[src/rtl/alu_exec_unit.sv]
// Registered ALU execute stage: LUI/OR/ADD resolve in one cycle, SLL shifts one bit per cycle.
// A start/busy/done handshake lets the datapath FSM stall until the result is ready.
module alu_exec_unit #(
    parameter int DATA_WIDTH  = 32,
    parameter int SHAMT_WIDTH = 5
) (
    input  logic                   clk,
    input  logic                   reset,
    input  logic                   start_i,
    input  logic [3:0]             alu_operation_i,
    input  logic [DATA_WIDTH-1:0]  a_data_i,
    input  logic [DATA_WIDTH-1:0]  b_data_i,
    input  logic [SHAMT_WIDTH-1:0] shamt_i,
    output logic                   busy_o,
    output logic                   done_o,
    output logic [DATA_WIDTH-1:0]  alu_data_o,
    output logic                   zero_o,
    output logic                   invalid_op_o
);

    localparam logic [3:0] OP_LUI = 4'b0000;
    localparam logic [3:0] OP_OR  = 4'b0001;
    localparam logic [3:0] OP_SLL = 4'b0010;
    localparam logic [3:0] OP_ADD = 4'b0011;

    typedef enum logic [1:0] {IDLE, SHIFT, DONE} state_t;

    state_t                 state_q;
    logic [DATA_WIDTH-1:0]  acc_q;
    logic [SHAMT_WIDTH-1:0] count_q;
    logic [DATA_WIDTH-1:0]  alu_data_q;
    logic                   zero_q;
    logic                   invalid_q;

    logic [DATA_WIDTH-1:0]  result_d;
    logic                   invalid_d;
    logic [DATA_WIDTH-1:0]  acc_shl_d;

    // Single-cycle result; SLL only reaches here when shamt_i is zero.
    always_comb begin
        result_d  = '0;
        invalid_d = 1'b0;
        case (alu_operation_i)
            OP_LUI:  result_d = b_data_i << 16;
            OP_OR:   result_d = a_data_i | b_data_i;
            OP_SLL:  result_d = b_data_i;
            OP_ADD:  result_d = a_data_i + b_data_i;
            default: invalid_d = 1'b1;
        endcase
    end

    assign acc_shl_d = acc_q << 1;

    always_ff @(posedge clk) begin
        if (reset) begin
            state_q    <= IDLE;
            acc_q      <= '0;
            count_q    <= '0;
            alu_data_q <= '0;
            zero_q     <= 1'b1;
            invalid_q  <= 1'b0;
        end else begin
            case (state_q)
                IDLE: begin
                    if (start_i) begin
                        if (alu_operation_i == OP_SLL && shamt_i != '0) begin
                            acc_q   <= b_data_i;
                            count_q <= shamt_i;
                            state_q <= SHIFT;
                        end else begin
                            alu_data_q <= result_d;
                            zero_q     <= (result_d == '0);
                            invalid_q  <= invalid_d;
                            state_q    <= DONE;
                        end
                    end
                end
                SHIFT: begin
                    acc_q   <= acc_shl_d;
                    count_q <= count_q - 1'b1;
                    if (count_q == SHAMT_WIDTH'(1)) begin
                        alu_data_q <= acc_shl_d;
                        zero_q     <= (acc_shl_d == '0);
                        invalid_q  <= 1'b0;
                        state_q    <= DONE;
                    end
                end
                default: state_q <= IDLE;
            endcase
        end
    end

    assign busy_o       = (state_q != IDLE);
    assign done_o       = (state_q == DONE);
    assign alu_data_o   = alu_data_q;
    assign zero_o       = zero_q;
    assign invalid_op_o = invalid_q;

endmodule

[config.mk]
export PLATFORM = sky130hd
export DESIGN_NAME = alu_exec_unit
export DESIGN_NICKNAME = d
export VERILOG_FILES = /design/src/rtl/alu_exec_unit.sv
export SDC_FILE = /design/constraint.sdc
export NUM_CORES = 1
export LEC_CHECK = 0
export ABC_AREA = 0
export BUFFER_PORTS_ARGS = -buffer_cell sky130_fd_sc_hd__buf_2
export CAP_MARGIN = 10
export CORE_ASPECT_RATIO = 0.75
export CORE_MARGIN = 1.5
export CORE_UTILIZATION = 50
export CTS_CLUSTER_DIAMETER = 40
export DETAILED_ROUTE_END_ITERATION = 12
export PLACE_DENSITY_LB_ADDON = 0.3
export REMOVE_ABC_BUFFERS = 1
export SYNTH_ARGS = -nofsm -noshare
export SYNTH_HDL_FRONTEND = slang
export SYNTH_SLANG_ARGS = --single-unit
[constraint.sdc]
create_clock -name clk -period 10.2 [get_ports clk]
set_clock_uncertainty 0.1 [all_clocks]
set_input_delay 2.55 -clock clk [delete_from_list [all_inputs] [get_ports clk]]
set_output_delay 2.55 -clock clk [all_outputs]
set_load 0.005 [all_outputs]
Word-level counts from Yosys, hierarchy flattened
Index checks and enable logic that the tools add are counted.
- output and inout port bits: 36
- word-level logic and storage cells: 55
- register bits: 72
- bits of input ports: 76
- bitwise logic cells: 1
- equality and inequality tests: 10
- reductions and logical operators: 12
- $add $sub $neg: 2
- mux-type cells: 24
- operators by type and width (cell ; number):
    $pmux W32 S4 ; 1
    $mux W32 ; 3
    $logic_not A32 Y1 ; 2
    $pmux W32 S2 ; 1
    $mux W31 ; 2
    $pmux W31 S2 ; 1
    $add A32 B32 Y32 ; 1
    $or A32 B32 Y32 ; 1
    $mux W5 ; 2
    $pmux W5 S2 ; 1
    $eq A4 B2 Y1 const B ; 2
    $ne A2 B2 Y1 const B ; 4
    $mux W1 ; 7
    $mux W2 ; 3
    $eq A5 B1 Y1 const B ; 1
    $reduce_bool A5 Y1 ; 1
    $sub A5 B1 Y5 const B ; 1
    $eq A4 B1 Y1 const B ; 1
    $logic_not A4 Y1 ; 1
    $pmux W1 S2 ; 2
    $pmux W2 S2 ; 1
    $reduce_and A4 Y1 ; 1
    $reduce_bool A2 Y1 ; 2
    $reduce_or A4 Y1 ; 1
    other kinds (6) ; 6

Longest topological paths before layout
- word-level depth: 6
- mapped depth: 14
- mapped depth without buffers: 14

Worst setup path after synthesis
Ideal clock, no wire load.
- path type: input -> register
- start point: input port a_data_i[0]
- end point: register zero_q (netlist: zero_o)
- path slack: 4.522 ns
- arrival time: 5.494 ns
- stages on the path: 14
- path buffers: 0
- setup time: 0.084 ns
- required time: 10.016 ns
- cells stage by stage: ha_1 -> inv_1 -> fa_1 -> nand2b_1 -> a211oi_1 -> nand2b_1 -> a21oi_1 -> xor2_1 -> o21ai_0 -> a2111oi_0 -> o2111ai_1 -> or4_1 -> or4_1 -> o31ai_2
- longest elaborated chain between the ends: 6
- elaborated cells on any way between the ends: 7
- those cells by class: add/sub: 1; mux: 4; bitwise: 1; reduce/logical: 1
- RTL lines (item ; RTL line ; source):
    start: declaration ; 11 ; input logic [DATA_WIDTH-1:0] a_data_i,
    $add A32 B32 Y32 / $or A32 B32 Y32 (equally long branches) ; 47, 45 ;
    $pmux W32 S4 (*) ; 43 ; case (alu_operation_i)
    $logic_not A32 Y1 (*) ; 72 ; zero_q <= (result_d == '0);
    $mux W1 (*) ; 66 ; if (alu_operation_i == OP_SLL && shamt_i != '0) begin
    $mux W1 (*) ; 65 ; if (start_i) begin
    $pmux W1 S2 (*) ; 63 ; case (state_q)
    end signal: assignment ; 72 ;
    end signal: assignment ; 83 ; zero_q <= (acc_shl_d == '0);
    end: declaration ; 32 ; logic zero_q;
Every way passes the cells marked *; elsewhere a longest branch is shown, timed or not. The select of a mux whose other input is x is not followed.
A chain may end at the register's enable or synchronous reset.

Worst setup path after layout
- start point: input port b_data_i[0]
- end point: register zero_q (netlist: zero_o)
- longest elaborated chain between the ends: 6
- elaborated cells on any way between the ends: 7
- those cells by class: add/sub: 1; mux: 4; bitwise: 1; reduce/logical: 1
- RTL lines (item ; RTL line ; source):
    start: declaration ; 12 ; input logic [DATA_WIDTH-1:0] b_data_i,
    $add A32 B32 Y32 / $or A32 B32 Y32 (equally long branches) ; 47, 45 ;
    $pmux W32 S4 (*) ; 43 ;
    $logic_not A32 Y1 (*) ; 72 ;
    $mux W1 (*) ; 66 ;
    $mux W1 (*) ; 65 ;
    $pmux W1 S2 (*) ; 63 ;
Marks and branches as above.

==> out/results.ini <==
[worst_setup_path]
crit_path_cell_trace=buf_2 -> ha_1 -> inv_1 -> fa_1 -> nand2b_1 -> a211oi_1 -> nand2b_1 -> a21oi_1 -> xor2_1 -> o21ai_0 -> a2111oi_0 -> o2111ai_1 -> or4_1 -> or4_1 -> o31ai_2
slowest_stage=or4_1
path_max_fanout=5
setup.worst_path.start=b_data_i[0]
endpoint=zero_o$_SDFFE_PP1P_
r2r-start=state_q[0]$_SDFFE_PP0P_
crit_path_end_kind=flip-flop
critPathArrivalTime_ns=6.22
crit_type=input port to flip-flop
worstPathRequired_ns=10.36
reg2reg_to=zero_o$_SDFFE_PP1P_
r2r_setup_slack_ns=6.56
rr_worst_depth=11
max_stage_delay_ns=0.45
start_kind=input port

[run]
drv_cap=0

[drt]
drt_iter0_drc=648
drc_errors=0
drt-total-wl_um=21880
vias=7060
antenna_left=0
routedWlPerCell_um=19.28
drt-vias-per-instance=6.220
first_pass_iters=5

[die]
core_um2=12480
floorplan.initialDensity=0.5209
fp-row-count=35
dieArea_um2=13700
fp.dieH_um=101.8
ioPinCount=112
chipWidth_um=134.7

[global_route]
grt_pass1_wl_um=34760
grt.total_usage=0.3259
grt_pass1_vias=6363
grt_max_degree=77
grt_overflow_total=0
antenna_found_initial=1

[clocking]
htreeDepth=3
cts_max_path_buffers=2
root_buffer=clkbuf_16
clk_latency_ns=0.34
post-cts-setup-buffers=0
ctsHoldBuffers=0
clk_pin_slew_worst_paths_ns=0.07
cts_tree=yes
cts_buffers=9
cts-resized-gates=0
clkSinkCount=72

[yosys]
synth_commonest_cells=nand2_1 (125), nor2_1 (96), inv_1 (77), dfxtp_1 (72), a21oi_1 (68)
post-synth-top-area-fraction=0.2217
synthCells=891
ys_top_cells_by_area=dfxtp_1 (22%), ha_1 (13%), nand2_1 (7.2%)
synth_edf_count=0
seq_area_frac_synth=0.2217
syn-cell-area_um2=6501
yosysWarnings=0
avgSynthCellArea_um2=7.297
ys_ff_latch=72
synth.most_common_cell=nand2_1
ys_dominant_reg_cell=dfxtp_1
post-synth-top-area-cell=dfxtp_1
synth_cell_type_count=70
async_flop_share=0

[power_and_ir_drop]
powerDensity_nw_per_um2=118.5
power.total_uw=868.1
p_leak_nw=3.422
irDropWorstVdd_v=0.00008335

[cells_and_area]
final_util=0.5870
fin_cells=1135
fill_cells=1218
areaGrowthSynthToFinish_pct=12.68
drive_above_1_share=0.1591
nets=1105

[place]
hpwlAfterDp_um=16420
dp.cells=1118
gp_congestion=1.061
port_buffers=111

[timing]
period_minus_slack_ns=6.061
finalSetupViolCount=0
post-route-period-util=0.5942
clock.fmax_ghz=0.1650
rsz0062_at_grt=no
holdWs_ns=0.3498
worstMarginPinSlew_ns=0.9389
drv_slew=0
hold_viol=0
max-slew-margin-rel=0.3717
finalSetupTns_ns=0

[min_path]
hold_path_class=flip-flop to flip-flop

[status]
outcome=complete, no violations

[sequential cells by signal (all words and copies together), names as in the netlist]
register / cells
invalid_op_o: 1
count_q: 5
state_q: 2
zero_o: 1
alu_data_o: 32
acc_q: 31
[worst max-delay path: cells and delay by family]
| family | cells | cell delay (ns) |
|---|---|---|
| AO/OA/AOI/OAI | 6 | 1.42 |
| XOR/XNOR | 1 | 0.18 |
| adder cells (fa/ha/maj) | 2 | 0.58 |
| buffers and inverters | 2 | 0.18 |
| AND/OR/NAND/NOR | 4 | 1.30 |
[layout by cell type (no fill, tap or decap), drive strengths merged, types with 3 or more instances in the layout]
cell type and count:
nand2 125, buf 120, nor2 98, inv 78
dfxtp 72, a21oi 70, ha 65, o21ai 34
a311oi 31, nor3 22, a211oi 21, mux2i 19
o22ai 19, xnor2 17, a21o 12, a221oi 11
clkbuf 11, xor2 10, nand3 9, or3 9
nand2b 9, nor4 8, nand4 8, o21bai 7
a31oi 7, a22o 6, or4 6, nor2b 6
and3 5, a22oi 5, and2 5, a221o 4
o221ai 4, o31ai 4, o21a 3, clkinv 3
[metal layers]
metal  global-route usage  up-vias  routed length, um
met2               0.4856      420               9192
met3              0.07558       44               2667
met4              0.08850        0                425
met5                    0        -                  0
met1               0.4700     3285               9594
li1                     -     3311                  -
[worst min-delay path by stage]
stage | startpoint | endpoint | slack (ns) | cells after the start
after floorplan | count_q[4]$_SDFFE_PP0P_ | count_q[4]$_SDFFE_PP0P_ | 0.32 | 1
after global placement | alu_data_o[20]$_SDFFE_PP0P_ | alu_data_o[20]$_SDFFE_PP0P_ | 0.34 | 2
after detailed placement | alu_data_o[24]$_SDFFE_PP0P_ | alu_data_o[24]$_SDFFE_PP0P_ | 0.34 | 2
after CTS | alu_data_o[24]$_SDFFE_PP0P_ | alu_data_o[24]$_SDFFE_PP0P_ | 0.35 | 2
after global routing | alu_data_o[20]$_SDFFE_PP0P_ | alu_data_o[20]$_SDFFE_PP0P_ | 0.37 | 2
final | alu_data_o[20]$_SDFFE_PP0P_ | alu_data_o[20]$_SDFFE_PP0P_ | 0.35 | 2
[metrics by stage]
stage,setup slack (ns),instance area (um^2)
floorplan,3.416,6191
global placement,3.875,7032
detailed placement,3.897,7032
CTS,4.192,7323
global route,3.855,7323
finish,4.139,7326
[cells by family after synthesis]
logic type / after synthesis / synth area share
XOR/XNOR: 27 / 0.03637
adder cells (fa/ha/maj): 66 / 0.1282
flip-flops: 72 / 0.2217
AO/OA/AOI/OAI: 251 / 0.2679
AND/OR/NAND/NOR: 320 / 0.2244
multiplexers: 19 / 0.02925
buffers and inverters: 136 / 0.09219
[cell type report]
cell class / count / area, um^2 / area share
Timing Repair Buffer: 120 / 623.1 / 0.08506
Sequential cell: 72 / 1441 / 0.1968
Antenna cell: 1 / 2.502 / 0.0003416
Clock inverter: 5 / 38.79 / 0.005295
Inverter: 77 / 289.0 / 0.03945
Multi-Input combinational cell: 683 / 4471 / 0.6102
Tap cell: 166 / 207.7 / 0.02835
Clock buffer: 11 / 252.7 / 0.03450
[power by group]
| part | switching, mW | internal [mW] |
|---|---|---|
| Combinational | 0.158 | 0.0977 |
| Sequential | 0.00742 | 0.291 |
| Clock | 0.135 | 0.179 |
| Total | 0.300 | 0.568 |
No activity file was read; power rests on OpenSTA's default activity.
